### config.mk
export PLATFORM = sky130hd
export DESIGN_NAME = uart_cmd_rx
export DESIGN_NICKNAME = d
export VERILOG_FILES = /design/src/rtl/uart_cmd_rx.sv
export SDC_FILE = /design/constraint.sdc
export NUM_CORES = 1
export LEC_CHECK = 0
export CAP_MARGIN = 5
export CORE_UTILIZATION = 28
export CTS_CLUSTER_DIAMETER = 30
export CTS_CLUSTER_SIZE = 25
export DETAILED_ROUTE_END_ITERATION = 12
export GPL_TIMING_DRIVEN = 0
export MAX_ROUTING_LAYER = met4
export PLACE_DENSITY = 0.55
export SYNTH_ARGS = -nofsm -noshare
export SYNTH_HDL_FRONTEND = slang
export SYNTH_SLANG_ARGS = --single-unit
### constraint.sdc
create_clock -name clk -period 1.7 [get_ports clk]
set_clock_uncertainty 0.1 [all_clocks]
set_input_delay 0.17 -clock clk [delete_from_list [all_inputs] [get_ports clk]]
set_output_delay 0.17 -clock clk [all_outputs]
set_load 0.005 [all_outputs]
### src/rtl/uart_cmd_rx.sv
// UART command receiver: deserialises host bytes, parses 5-byte command packets and issues
// SCCB register-write requests or frame-request strobes.
module uart_cmd_rx #(
  parameter int unsigned CLK_FREQ    = 25_000_000,
  parameter int unsigned UART_BPS    = 115_200,
  parameter int unsigned TIMEOUT_CYC = 250_000
) (
  input  logic       clk,
  input  logic       rst,
  input  logic       uart_rxd,
  input  logic       reg_wr_done,
  output logic       reg_wr_en,
  output logic [7:0] reg_addr,
  output logic [7:0] reg_data,
  output logic       frame_req,
  output logic       cmd_err,
  output logic       frame_err
);

  localparam int unsigned BitCnt  = CLK_FREQ / UART_BPS;
  localparam int unsigned HalfCnt = BitCnt / 2;
  localparam int unsigned CntW    = $clog2(BitCnt + 1);
  localparam int unsigned TmoW    = $clog2(TIMEOUT_CYC + 1);
  localparam logic [CntW-1:0] BitLast  = CntW'(BitCnt - 1);
  localparam logic [CntW-1:0] HalfLast = CntW'(HalfCnt - 1);
  localparam logic [TmoW-1:0] TmoLast  = TmoW'(TIMEOUT_CYC - 1);

  typedef enum logic [1:0] {RxIdle, RxStart, RxData, RxStop} rx_state_e;
  typedef enum logic [2:0] {PsSync, PsCmd, PsAddr, PsData, PsChk, PsWaitAck} ps_state_e;

  // ---------------- bit receiver ----------------
  rx_state_e       rx_state_q, rx_state_d;
  logic            rx_meta_q, rx_sync_q, rx_prev_q;
  logic [CntW-1:0] cnt_q, cnt_d;
  logic [2:0]      bit_idx_q, bit_idx_d;
  logic [7:0]      shift_q, shift_d;
  logic            byte_valid_q, byte_valid_d;
  logic            frame_err_q, frame_err_d;

  always_ff @(posedge clk) begin
    if (rst) begin
      rx_meta_q    <= 1'b1;
      rx_sync_q    <= 1'b1;
      rx_prev_q    <= 1'b1;
      rx_state_q   <= RxIdle;
      cnt_q        <= '0;
      bit_idx_q    <= '0;
      shift_q      <= '0;
      byte_valid_q <= 1'b0;
      frame_err_q  <= 1'b0;
    end else begin
      rx_meta_q    <= uart_rxd;
      rx_sync_q    <= rx_meta_q;
      rx_prev_q    <= rx_sync_q;
      rx_state_q   <= rx_state_d;
      cnt_q        <= cnt_d;
      bit_idx_q    <= bit_idx_d;
      shift_q      <= shift_d;
      byte_valid_q <= byte_valid_d;
      frame_err_q  <= frame_err_d;
    end
  end

  always_comb begin
    rx_state_d   = rx_state_q;
    cnt_d        = cnt_q + CntW'(1);
    bit_idx_d    = bit_idx_q;
    shift_d      = shift_q;
    byte_valid_d = 1'b0;
    frame_err_d  = 1'b0;
    unique case (rx_state_q)
      RxIdle: begin
        cnt_d     = '0;
        bit_idx_d = '0;
        // Needs a seen-high level first, so a low stop bit cannot re-trigger a start.
        if (rx_prev_q && !rx_sync_q) rx_state_d = RxStart;
      end
      RxStart: begin
        if (cnt_q == HalfLast) begin
          cnt_d      = '0;
          rx_state_d = rx_sync_q ? RxIdle : RxData;
        end
      end
      RxData: begin
        if (cnt_q == BitLast) begin
          cnt_d     = '0;
          shift_d   = {rx_sync_q, shift_q[7:1]};
          bit_idx_d = bit_idx_q + 3'd1;
          if (bit_idx_q == 3'd7) rx_state_d = RxStop;
        end
      end
      RxStop: begin
        if (cnt_q == BitLast) begin
          cnt_d        = '0;
          rx_state_d   = RxIdle;
          byte_valid_d = rx_sync_q;
          frame_err_d  = !rx_sync_q;
        end
      end
      default: rx_state_d = RxIdle;
    endcase
  end

  // ---------------- packet parser ----------------
  ps_state_e       ps_q, ps_d;
  logic [7:0]      cmd_q, cmd_d, addr_q, addr_d, data_q, data_d;
  logic [TmoW-1:0] tmo_q, tmo_d;
  logic            tmo_hit, chk_ok, accept;
  logic            reg_wr_en_q, reg_wr_en_d, frame_req_q, frame_req_d, cmd_err_q, cmd_err_d;
  logic [7:0]      reg_addr_q, reg_addr_d, reg_data_q, reg_data_d;

  always_ff @(posedge clk) begin
    if (rst) begin
      ps_q        <= PsSync;
      cmd_q       <= '0;
      addr_q      <= '0;
      data_q      <= '0;
      tmo_q       <= '0;
      reg_wr_en_q <= 1'b0;
      reg_addr_q  <= '0;
      reg_data_q  <= '0;
      frame_req_q <= 1'b0;
      cmd_err_q   <= 1'b0;
    end else begin
      ps_q        <= ps_d;
      cmd_q       <= cmd_d;
      addr_q      <= addr_d;
      data_q      <= data_d;
      tmo_q       <= tmo_d;
      reg_wr_en_q <= reg_wr_en_d;
      reg_addr_q  <= reg_addr_d;
      reg_data_q  <= reg_data_d;
      frame_req_q <= frame_req_d;
      cmd_err_q   <= cmd_err_d;
    end
  end

  assign tmo_hit = (tmo_q == TmoLast);
  assign chk_ok  = (shift_q == (cmd_q ^ addr_q ^ data_q));
  assign accept  = byte_valid_q && (ps_q == PsChk);

  always_comb begin
    ps_d   = ps_q;
    cmd_d  = cmd_q;
    addr_d = addr_q;
    data_d = data_q;
    tmo_d  = '0;
    if ((ps_q inside {PsCmd, PsAddr, PsData, PsChk}) && !byte_valid_q && !tmo_hit) begin
      tmo_d = tmo_q + TmoW'(1);
    end
    // A valid byte takes priority over a simultaneous timeout expiry.
    unique case (ps_q)
      PsSync: if (byte_valid_q && shift_q == 8'h55) ps_d = PsCmd;
      PsCmd: begin
        if (byte_valid_q) begin
          cmd_d = shift_q;
          ps_d  = PsAddr;
        end else if (tmo_hit) ps_d = PsSync;
      end
      PsAddr: begin
        if (byte_valid_q) begin
          addr_d = shift_q;
          ps_d   = PsData;
        end else if (tmo_hit) ps_d = PsSync;
      end
      PsData: begin
        if (byte_valid_q) begin
          data_d = shift_q;
          ps_d   = PsChk;
        end else if (tmo_hit) ps_d = PsSync;
      end
      PsChk: begin
        if (byte_valid_q) ps_d = (chk_ok && cmd_q == 8'h01) ? PsWaitAck : PsSync;
        else if (tmo_hit) ps_d = PsSync;
      end
      PsWaitAck: if (reg_wr_done) ps_d = PsSync;
      default:   ps_d = PsSync;
    endcase
    // An outstanding write request is never abandoned on a framing error.
    if (frame_err_q && ps_q != PsWaitAck) ps_d = PsSync;
  end

  always_comb begin
    reg_wr_en_d = reg_wr_en_q;
    reg_addr_d  = reg_addr_q;
    reg_data_d  = reg_data_q;
    frame_req_d = accept && chk_ok && (cmd_q == 8'h02);
    cmd_err_d   = (accept && !(chk_ok && (cmd_q == 8'h01 || cmd_q == 8'h02)))
               || (byte_valid_q && ps_q == PsWaitAck);
    if (accept && chk_ok && cmd_q == 8'h01) begin
      reg_wr_en_d = 1'b1;
      reg_addr_d  = addr_q;
      reg_data_d  = data_q;
    end else if (ps_q == PsWaitAck && reg_wr_done) begin
      reg_wr_en_d = 1'b0;
    end
  end

  assign reg_wr_en = reg_wr_en_q;
  assign reg_addr  = reg_addr_q;
  assign reg_data  = reg_data_q;
  assign frame_req = frame_req_q;
  assign cmd_err   = cmd_err_q;
  assign frame_err = frame_err_q;

endmodule

Yosys cells after proc, flatten, opt, wreduce, memory -nomap -nowiden
Index checks and enable logic that the tools add are counted.
Storage, ports and cells
  register bits after elaboration: 90
  output and inout port bits: 20
Operators by class
  add/subtract/negate cells: 3
  equality and inequality tests: 24
  multiplexer cells: 23
  bitwise operators: 5
  reductions and logical operators: 36
Operator list (number)
  $mux 3: 9
  $pmux 8 s3: 1
  $add 18x1->18 const B: 1
  $eq 18x18->1 const B: 1
  $pmux 3 s6: 1
  $eq 8x7->1 const B: 2
  $mux 8: 2
  $xor 8x8->8: 2
  $logic_and 1x1->1: 14
  $ne 2x2->1 const B: 7
  $mux 2: 6
  $reduce_and 2->1: 6
  $eq 3x3->1 const B: 3
  $add 8x1->8 const B: 1
  $eq 8x1->1 const B: 1
  $eq 8x2->1 const B: 1
  $eq 8x8->1: 1
  $eq 8x8->1 const B: 1
  $pmux 2 s4: 1
  $eq 3x2->1 const B: 2
  $pmux 3 s2: 1
  $reduce_or 2->1: 3
  $reduce_and 5->1: 1
  $eq 2x2->1 const B: 2
  other kinds (13): 21

Longest topological paths before layout
Gate-level depths: netlist of run 1.
  depth after elaboration: 7
  gate-level depth with buffers: 8
  mapped depth without buffers: 7

Worst setup path before layout of run 1
OpenSTA, ideal clock, no wires.
  path type: reg-to-reg
  start point: reg tmo_q[0]
  end point: reg tmo_q[10]
  library setup time: 0.128 ns
  arrival time: 1.592 ns
  required time: 1.472 ns
  setup slack: -0.120 ns
  stages on the path, launching flop included: 8
  period minus slack after synthesis: 1.820 ns
  cell sequence: dfxtp_1 ha_1 nand3_1 nor4_1 a31oi_1 nand2_1 clkbuf_1 nor2_1
On the way
  longest elaborated chain between the ends: 5
  elaborated cells between the ends (all ways): 6
  those cells by class: add/sub: 1; eq/ne: 1; bitwise: 1; reduce/logical: 3
Ends and longest elaborated chain
  from (decl): RTL line 107  | logic [TmoW-1:0] tmo_q, tmo_d;
  from (signal assigned): RTL line 129  | tmo_q <= tmo_d;
  branches (longest 5 deep; another with $add 18x1->18)
Parallel ways; which one is timed is not known.
A chain may end at the register's enable or synchronous reset.

Worst setup path in the final report of run 1
  start point: reg data_q[2]
  end point: reg reg_addr_q[5] (netlist: reg_addr[5])
On the way
  longest elaborated chain between the ends: 4
Ends and longest elaborated chain
  from (decl): RTL line 106  | logic [7:0] cmd_q, cmd_d, addr_q, addr_d, data_q, data_d;
  from (signal assigned): RTL line 128  | data_q <= data_d;
  $xor 8x8->8: RTL line 139  | assign chk_ok = (shift_q == (cmd_q ^ addr_q ^ data_q));
  $eq 8x8->1: RTL line 139
  $logic_and 1x1->1 (2 in series): RTL line 190  | if (accept && chk_ok && cmd_q == 8'h01) begin
  to (signal assigned): RTL line 131  | reg_addr_q <= reg_addr_d;
  to (decl): RTL line 110  | logic [7:0] reg_addr_q, reg_addr_d, reg_data_q, reg_data_d;
Every way passes these cells.

==> results.tsv, run 1 <==
stage	metric	value	unit
outcome	status	complete, but fails checks	
outcome	violated checks	negative setup slack	
pwr	P per Cell Area	784.8	nW/um2
final_layout	sequential cell area	1841	um2
clock_tree	H-tree level count	3	
yosys	synth unique cells	42	
sta	fmax	0.5732	GHz
critical_path	CP Data Required Time	1.83	ns
clock_tree	CTS tree	done	
yosys	post-synthesis cell count	434	
final_layout	fin util	0.3732	
detailed_routing	final WL	8376	um
clock_tree	clock sinks	90	
yosys	Synth Area in Compound Gates	0.05393	
clock_tree	CTS root buf	clkbuf_16	
floorplanning	die footprint	14560	um2
sta	Tcrit/Tclk final	1.026	
detailed_routing	number of vias per cell	4.501	
yosys	Post-synth EDFFs	0	
yosys	Synth async-reset ratio	0	
yosys	multiplexer area fraction after synthesis	0.08629	
yosys	main combinational cell family by area after synthesis	simple AND/OR/NAND/NOR gates	
final_layout	Multi-input gate area	2206	um2
pwr	switching part of the total	0.2189	
sta	Final Max Tran Viols	0	
min_path	Hold Path Class	input pin to flip-flop	
detailed_routing	drt first pass iters	4	
final_layout	commonest non-fill, non-tap cell in the layout	dfxtp_1	
global_routing	vias in the first global route	2942	
sta	setup slack after layout	-0.04449	ns
clock_tree	Clock transition at path regs	0.07	ns
critical_path	R2R setup slack	-0.04	ns
sta	RSZ-0062 raised after global routing	true	
yosys	Post-synth top flop	dfxtp_1	
sta	endpoints failing setup	23	
critical_path	WS Path Type	flip-flop to flip-flop	
detailed_routing	number of vias in the routed layout	3016	
floorplanning	Rows	43	
floorplanning	IO Pins	24	
detailed_routing	drt drc	0	
detailed_routing	WL per Instance	12.50	um
detailed_routing	post-route ant nets	0	
global_routing	largest net degree at the start of global routing	16	
clock_tree	worst-case clock buffer depth	2	
pwr	Logic pwr share	0.018	
yosys	synthesized flop and latch total	90	
pwr	clock network power share	0.462	
global_routing	global route overflow	0	
floorplanning	core area	13830	um2
pwr	P_sw	886.4	uW
detailed_routing	DRT iter0 DRCs	141	
yosys	adder-cell share of the synthesized area	0.01586	
sta	fin crit period	1.744	ns
sta	worst-margin pin slew	0.4890	ns
pwr	Leak	0.001842	uW
yosys	Post-Synthesis Net Count	443	
critical_path	CP endpoint kind	flip-flop	
final_layout	synth-to-layout area growth	30.84	%
pwr	maximum vdd drop	0.0004778	V
final_layout	share of layout cells above drive strength 1	0.2102	
clock_tree	CTS Buf Count	9	
global_routing	GRT Total Usage	0.1254	
sta	Final Hold Viols	0	
yosys	Post-Synth XOR/XNOR Area	0.1044	
global_routing	first-pass GRT wire length	14110	um
final_layout	Antenna Cells	0	
sta	Slew Limit Headroom	0.6694	
floorplanning	Die Y	120.7	um
final_layout	fillcell total	1349	
placed_design	GP Congestion	0.7636	
pwr	Flop pwr share	0.520	
sta	TNS Setup	-0.6148	ns
pwr	Cell Int Power	3163	uW
final_layout	Final #Nets	494	
clock_tree	Clock Latency Late Sink	0.35	ns
critical_path	crit path max fanout	6	
placed_design	Post-DP HPWL	5622	um
yosys	cell area after synthesis	3944	um2
global_routing	antenna violations before repair	0	
critical_path	Worst Setup Start Kind	flip-flop	
floorplanning	width of the chip	120.7	um
floorplanning	Initial Utilization	0.2852	
run	number of max-cap violations	0	
yosys	yosys warns	0	
yosys	post-synthesis simple-gate area fraction	0.2487	
placed_design	port bufs	23	
clock_tree	hold-fix buffer count after cts	0	
yosys	Mapped Avg Cell Area	9.087	um2
critical_path	Arr. time, crit path	1.87	ns
yosys	post-synthesis sequential area ratio	0.4569	
final_layout	most frequent cells in the layout	71 x dfxtp_1, 54 x nor2_1, 43 x nand2_1	
Yosys cell counts (all sizes together) (4+ instances only):
master  instances  share of area
dfxtp          90           0.46
nor2           57          0.054
nand2          44          0.042
mux2i          34          0.086
nand2b         33          0.052
xnor2          29          0.064
a21oi          20          0.025
clkbuf         18          0.018
xor2           18          0.040
nand3          13          0.016
and3            7          0.011
inv             6         0.0057
nor3            6         0.0076
nor4            6          0.011
or2             6         0.0095
ha              5          0.016
o21ai           5         0.0063
buf             4          0.010
kinds of logic (layout without fill, tap and decap cells):
group | Yosys count | count (layout)
XOR/XNOR | 47 | 47
flip-flops | 90 | 90
AND/OR/NAND/NOR | 193 | 193
buffers and inverters | 28 | 84
adder cells (fa/ha/maj) | 5 | 5
AO/OA/AOI/OAI | 37 | 37
multiplexers | 34 | 34
metal layers:
| metal | wire (um) | global-route usage | up-vias | share of wire |
|---|---|---|---|---|
| li1 | - | - | 1560 | - |
| met1 | 4210 | 0.1609 | 1403 | 0.50 |
| met2 | 3777 | 0.1904 | 42 | 0.45 |
| met3 | 238 | 0.02689 | 11 | 0.028 |
| met4 | 150 | 0.05324 | 0 | 0.018 |
| met5 | 0 | - | - | 0 |
sequential cells by signal, indices dropped and copies added (netlist names), 3 cells and up, named ones only:
| name | flops |
|---|---|
| addr_q | 8 |
| cmd_q | 8 |
| shift_q | 8 |
| data_q | 8 |
| reg_data | 8 |
| bit_idx_q | 3 |
| reg_addr | 8 |
| ps_q | 3 |
| cnt_q | 8 |
| tmo_q | 18 |
power groups by stage:
stage	clock network [uW]	registers (uW)	logic [uW]
global route	2030	2110	78.5
CTS	1910	2110	69.7
detailed placement	0	2160	68.3
finish	1870	2110	71.3
global placement	0	2160	67.2
floorplan	0	2160	44.5
worst max-delay path: stages (launching register included):
cell and delay (ns):
dfxtp_4 0.37, xnor2_4 0.15, xnor2_1 0.13, nor4_2 0.32, nand3_1 0.13, buf_6 0.17
buf_12 0.14, mux2i_1 0.11
per-stage QoR:
stage | setup slack, ns | total power (uW) | std cells | instance area [um2] | hold slack, ns
finish | -0.04449 | 4050 | 670 | 5160 | 0.2912
global route | -0.1972 | 4216 | 670 | 5160 | 0.2987
CTS | -0.03872 | 4096 | 665 | 4961 | 0.2867
detailed placement | -0.6430 | 2232 | 637 | 4419 | 0.2998
global placement | -0.6264 | 2231 | 637 | 4419 | 0.2945
floorplan | 0.01021 | 2207 | 434 | 3964 | 0.1738
what timing repair did:
action                                  4_1_cts  5_1_grt
endpoints found under the setup margin       85       74
cloned                                        1        2
setup buffers                                12        4
gates resized for setup                      44       35
pin swaps                                    11       12
area by class of cell:
cell class | count | share of cell area
sequential | 90 | 0.3567
multi-input combinational | 316 | 0.4275
tap | 180 | 0.04365
clock inverter | 6 | 0.008244
clock buffer | 10 | 0.04631
timing repair buffer | 42 | 0.08681
buffer | 20 | 0.02643
inverter | 6 | 0.004365
final timing paths:
path                  start     endpoint  depth (start not counted)
setup / recovery  data_q[2]  reg_addr[5]                          7
hold / removal     uart_rxd    rx_meta_q                          2
setup reg to reg  data_q[2]  reg_addr[5]                          7
hold reg to reg   rx_meta_q    rx_sync_q                          1
Power figures use the tool's default switching activity.
==> run 2, diff against run 1 <==
--- a/config.mk
+++ b/config.mk
@@ -13,6 +13,7 @@
 export GPL_TIMING_DRIVEN = 0
 export MAX_ROUTING_LAYER = met4
 export PLACE_DENSITY = 0.55
+export SETUP_SLACK_MARGIN = 0.1
 export SYNTH_ARGS = -nofsm -noshare
 export SYNTH_HDL_FRONTEND = slang
 export SYNTH_SLANG_ARGS = --single-unit
==> run 2 against run 1 <==
The flow still finishes with violations (negative setup slack). Worst hold slack worse by 0.0016 ns. Maximum frequency is 1.5% lower. First-iteration DRC count rose by 5.0%. Register-to-register slack worse by 0.03 ns. Count of clock-buffer cells in the layout fell by 1. Final area increased by 6.2%. Final cell count rose by 1.0%. Non-clock buffer count rose by 7. Critical path type unchanged. Largest cell class unchanged. Highest routed layer unchanged.
==> results.tsv, run 2 (synthesis gave the netlist of run 1 again) <==
stage	metric	value	unit
outcome	status	complete, but fails checks	
outcome	violated checks	negative setup slack	
sta	fmax	0.5647	GHz
final_layout	post-route insts no fill	677	
clock_tree	CTS Buf Count	9	
floorplanning	IO Pins	24	
placed_design	pre-CTS setup slack	-0.6190	ns
detailed_routing	WL per Instance	12.95	um
critical_path	worst r2r path cells	7	
detailed_routing	final WL	8764	um
detailed_routing	DRT iter0 DRCs	148	
floorplanning	Die Y	120.7	um
clock_tree	clock sinks	90	
critical_path	crit path max fanout	6	
clock_tree	hold-fix buffer count after cts	0	
floorplanning	Initial Utilization	0.2852	
pwr	maximum vdd drop	0.0005069	V
detailed_routing	drt drc	0	
critical_path	CP Data Required Time	1.84	ns
min_path	Hold Path Class	input pin to flip-flop	
placed_design	port bufs	23	
floorplanning	Rows	43	
final_layout	Top reg by flops	tmo_q	
run	number of max-cap violations	0	
detailed_routing	met3 wire len	226	um
min_path	min-delay src	uart_rxd	
clock_tree	CTS root buf	clkbuf_16	
final_layout	most frequent cells in the layout	65 x dfxtp_1, 44 x nor2_1, 43 x nand2_1	
sta	setup slack after layout	-0.07071	ns
floorplanning	core area	13830	um2
critical_path	Worst Setup Start Kind	flip-flop	
critical_path	WS Path Type	flip-flop to flip-flop	
global_routing	antenna violations before repair	0	
detailed_routing	drt first pass iters	4	
sta	Slew Limit Headroom	0.7541	
placed_design	GP Congestion	0.7614	
final_layout	share of layout cells above drive strength 1	0.2897	
global_routing	GRT Total Usage	0.1285	
critical_path	R2R setup slack	-0.07	ns
detailed_routing	post-route ant nets	0	
clock_tree	Clock transition at path regs	0.07	ns
placed_design	placed cell count	637	
global_routing	vias in the first global route	3001	
clock_tree	H-tree level count	3	
floorplanning	die footprint	14560	um2
sta	Tcrit/Tclk final	1.042	
critical_path	r2r startpoint	addr_q[6]	
global_routing	global route overflow	0	
global_routing	first-pass GRT wire length	14300	um
final_layout	max reg flops	18	
sta	TNS Setup	-1.101	ns
critical_path	Arr. time, crit path	1.91	ns
final_layout	commonest non-fill, non-tap cell in the layout	dfxtp_1	
floorplanning	width of the chip	120.7	um
sta	fin crit period	1.771	ns
critical_path	CP endpoint kind	flip-flop	
final_layout	Antenna Cells	0	
clock_tree	worst-case clock buffer depth	2	
final_layout	synth-to-layout area growth	38.93	%
sta	Final Hold Viols	0	
clock_tree	CTS tree	done	
sta	worst-margin pin slew	0.3684	ns
sta	endpoints failing setup	33	
clock_tree	Clock Latency Late Sink	0.35	ns
final_layout	Final #Nets	501	
pwr	P per Cell Area	822.7	nW/um2
detailed_routing	number of vias in the routed layout	3076	
detailed_routing	wire length on met1	4299	um
pwr	Leak	0.001949	uW
critical_path	worst r2r dst	reg_addr[3]	
detailed_routing	number of vias per cell	4.544	
global_routing	largest net degree at the start of global routing	17	
placed_design	Post-DP HPWL	5634	um
sta	RSZ-0062 raised after global routing	true	
min_path	WHS Endpoint	rx_meta_q	
sta	Final Max Tran Viols	0	
min_path	hold depth	2	
detailed_routing	Top Metal Used	met4	
detailed_routing	metal2 WL	4080	um
run 2: cell types whose count changed in the layout (fill, tap and decap cells not counted), sizes merged, moves of 2 or more:
cell / delta
buf: +8
bufinv: +3
clkbuf: -2
clkinv: -3
inv: +2
run 2: worst max path at each step:
stage | cells past startpoint | end | slack (ns) | start
after global placement | 5 | ps_q[0] | -0.63 | rst
after detailed placement | 5 | ps_q[0] | -0.62 | rst
after floorplan | 7 | reg_addr[1] | 0.07 | shift_q[2]
after global routing | 9 | shift_q[6] | -0.17 | cnt_q[1]
final | 7 | reg_addr[3] | -0.07 | addr_q[6]
after CTS | 8 | reg_addr[5] | -0.12 | shift_q[5]
run 2: final cells by class:
class                      count  area, um2
buffer                        20      156.4
clock buffer                   9      225.2
clock inverter                 7      123.9
fill                        1304       8348
inverter                       6      22.52
multi-input combinational    316       2377
sequential                    90       1851
tap                          180      225.2
timing repair buffer          49      498.0
run 2: critical path, stage by stage (launching register included):
cell and delay (ns):
dfxtp_1 0.36, xor2_2 0.19, xnor2_1 0.14, nor4_2 0.30, nand3_1 0.13, buf_6 0.17
clkbuf_16 0.16, mux2i_1 0.11
run 2: stage by stage:
stage | area (um2) | utilization | hold WS [ns] | power (uW)
after floorplan | 4010 | - | 0.1738 | 2208
after global placement | 4466 | 0.3230 | 0.2940 | 2232
after detailed placement | 4466 | 0.3230 | 0.2980 | 2233
after CTS | 5134 | 0.3713 | 0.2885 | 4561
after global routing | 5479 | 0.3963 | 0.2960 | 4669
final | 5479 | 0.3963 | 0.2896 | 4507
run 2: layer usage:
metal  GRT usage  vias up
met5           -        -
met4     0.05941        0
met3     0.02406       11
met2      0.1979       40
met1      0.1628     1462
li1            -     1563
run 2: timing repair:
action                                  in CTS  in global routing
endpoints found under the setup margin      85                 82
hold endpoints to repair                     0                  0
gates cloned                                 1                  1
setup buffers                               15                 10
pin swaps                                    8                 27
gates resized for setup                     43                 79
run 2: power breakdown:
group	leakage [uW]	switching, uW	total, uW	internal, uW
combinational	0.00104	42.1	74.9	32.8
sequential	0.000740	3.79	2100	2100
clock	0.000167	879	2330	1450
total	0.00195	925	4510	3580
==> run 3, diff against run 2 <==
--- a/config.mk
+++ b/config.mk
@@ -10,9 +10,8 @@
 export CTS_CLUSTER_DIAMETER = 30
 export CTS_CLUSTER_SIZE = 25
 export DETAILED_ROUTE_END_ITERATION = 12
-export GPL_TIMING_DRIVEN = 0
 export MAX_ROUTING_LAYER = met4
-export PLACE_DENSITY = 0.55
+export PLACE_DENSITY = 0.47
 export SETUP_SLACK_MARGIN = 0.1
 export SYNTH_ARGS = -nofsm -noshare
 export SYNTH_HDL_FRONTEND = slang
==> run 3 against run 2 <==
The run now ends clean. Final area fell by 1.4%. Worst setup slack improved by 0.083 ns. Die area did not move. Clock power fell by 18%. Via count fell by 2.2%. Combinational power fell by 11%. Flip-flop and latch count did not move. Global-route usage rose by 0.63 points. Maximum frequency rose by 4.9%.
==> results.tsv, run 3 (synthesis gave the netlist of run 1 again) <==
stage	metric	value	unit
sta	Tcrit/Tclk final	0.9925	
sta	endpoints failing setup	0	
detailed_routing	number of vias in the routed layout	3009	
detailed_routing	drt first pass iters	4	
critical_path	worst path cell trace	ha_4 > nand3_4 > nor4_4 > a31oi_4 > nand2_4 > clkbuf_16 > nor2_1	
floorplanning	IO Pins	24	
pwr	P_sw	900.6	uW
global_routing	antenna violations before repair	0	
final_layout	post-route insts no fill	682	
final_layout	fin util	0.3908	
pwr	switching part of the total	0.2209	
global_routing	global route overflow	0	
floorplanning	core area	13830	um2
detailed_routing	number of vias per cell	4.412	
final_layout	Final #Nets	506	
critical_path	max incr delay on CP	0.35	ns
final_layout	Multi-input gate area	2354	um2
final_layout	Antenna Cells	0	
clock_tree	Clock transition at path regs	0.07	ns
pwr	maximum vdd drop	0.0004357	V
run	number of max-cap violations	0	
detailed_routing	final WL	8895	um
floorplanning	Initial Utilization	0.2852	
clock_tree	CTS Buf Count	9	
sta	Slew Limit Headroom	0.7660	
clock_tree	Clock Latency Late Sink	0.35	ns
detailed_routing	WL per Instance	13.04	um
placed_design	placed cell count	659	
critical_path	WS Path Type	flip-flop to flip-flop	
global_routing	GRT Total Usage	0.1348	
global_routing	vias in the first global route	2955	
placed_design	post-place instance area	4703	um2
final_layout	final instance area	5404	um2
floorplanning	Rows	43	
placed_design	Post-DP HPWL	5951	um
critical_path	crit path max fanout	8	
min_path	Hold Path Class	flip-flop to flip-flop	
pwr	P per Cell Area	754.6	nW/um2
sta	fmax	0.5927	GHz
pwr	Leak	0.001961	uW
placed_design	port bufs	23	
critical_path	CP Data Required Time	1.85	ns
sta	Final Hold Viols	0	
critical_path	Arr. time, crit path	1.84	ns
global_routing	largest net degree at the start of global routing	41	
final_layout	sequential cell area	1824	um2
sta	fin crit period	1.687	ns
clock_tree	CTS tree	done	
critical_path	CP delay by family, top	simple AND/OR/NAND/NOR gates	
floorplanning	die footprint	14560	um2
detailed_routing	drt drc	0	
sta	Final Max Tran Viols	0	
detailed_routing	DRT iter0 DRCs	178	
global_routing	first-pass GRT wire length	14740	um
clock_tree	H-tree level count	3	
clock_tree	CTS root buf	clkbuf_16	
pwr	Flop pwr share	0.519	
clock_tree	worst-case clock buffer depth	2	
critical_path	Worst path slowest cell	dfxtp_2	
final_layout	commonest non-fill, non-tap cell in the layout	dfxtp_1	
detailed_routing	post-route ant nets	0	
outcome	status	finished clean	
sta	RSZ-0062 raised after global routing	true	
sta	worst-margin pin slew	0.3482	ns
final_layout	max reg flops	18	
final_layout	synth-to-layout area growth	37.02	%
placed_design	GP Congestion	0.7942	
final_layout	Top reg by flops	tmo_q	
final_layout	share of layout cells above drive strength 1	0.2928	
final_layout	most frequent cells in the layout	72 x dfxtp_1, 44 x buf_4, 43 x nand2_1	
floorplanning	Die Y	120.7	um
critical_path	Worst Setup Start Kind	flip-flop	
floorplanning	width of the chip	120.7	um
pwr	Logic pwr share	0.016	
pwr	Cell Int Power	3177	uW
critical_path	Worst Path Buf+Inv	1	
pwr	clock network power share	0.465	
critical_path	CP endpoint kind	flip-flop	
final_layout	fillcell total	1358	
clock_tree	clock sinks	90	
## run 3: cell types whose count changed in the layout (fill, tap and decap cells not counted), moves of 4 or more
| cell | change |
|---|---|
| buf_4 | +27 |
| clkbuf_2 | -9 |
| dfxtp_1 | +7 |
| dfxtp_4 | -7 |
| buf_6 | -6 |
| nor2_1 | -5 |
| nor2_4 | +4 |
## run 3: cell type report
class,count,share of cell area
multi-input cells,316,0.4355
flip-flops and latches,90,0.3376
clock inverters,5,0.006946
repair buffers,74,0.1292
inverters,6,0.004168
well taps,180,0.04168
clock buffers,11,0.04492
## run 3: path summary, 6_finish.rpt
check / slack (ns) / cells past startpoint / end / startpoint
max: 0.01 / 7 / tmo_q[4] / tmo_q[1]
min: 0.31 / 1 / rx_sync_q / rx_meta_q
max reg2reg: 0.01 / 7 / tmo_q[4] / tmo_q[1]
min reg2reg: 0.31 / 1 / rx_sync_q / rx_meta_q
## run 3: layer usage
metal	GRT usage	routed length, um	up-vias
li1	-	-	1577
met1	0.1820	4693	1388
met2	0.1932	3817	33
met3	0.02594	202	11
met4	0.06250	182	0
met5	-	0	-
## run 3: metrics by stage
stage | hold slack [ns] | setup TNS, ns | worst slack, ns | total power, uW
2_1_floorplan | 0.1738 | 0 | 0.07085 | 2208
3_3_place_gp | 0.2952 | -0.1239 | -0.009083 | 2228
3_5_place_dp | 0.2994 | -0.7306 | -0.1318 | 2228
4_1_cts | 0.3143 | 0 | 0.009008 | 4121
5_1_grt | 0.3273 | -1.502 | -0.07249 | 4232
6_report | 0.3116 | 0 | 0.01276 | 4078
## run 3: worst register-to-register path: stages (launching register included)
cell and delay [ns]:
dfxtp_2 0.35, ha_4 0.15, nand3_4 0.07, nor4_4 0.34
a31oi_4 0.19, nand2_4 0.15, clkbuf_16 0.19, nor2_1 0.05
## run 3: timing repair
item / 4_1_cts / 5_1_grt
pin swaps: 4 / 24
endpoints found under the hold margin: 1 / 0
setup buffers: 0 / 4
hold buffers: 1 / 0
endpoints found under the setup margin: 48 / 79
gates cloned: 0 / 2
resized for setup: 26 / 57
## run 3: power by group through the flow
stage	Combinational (uW)	Sequential, uW	Clock, uW
4_1_cts	66.4	2120	1940
3_5_place_dp	63.7	2160	0
6_report	66.4	2120	1900
2_1_floorplan	45.6	2160	0
5_1_grt	73.6	2120	2040
3_3_place_gp	63.9	2160	0
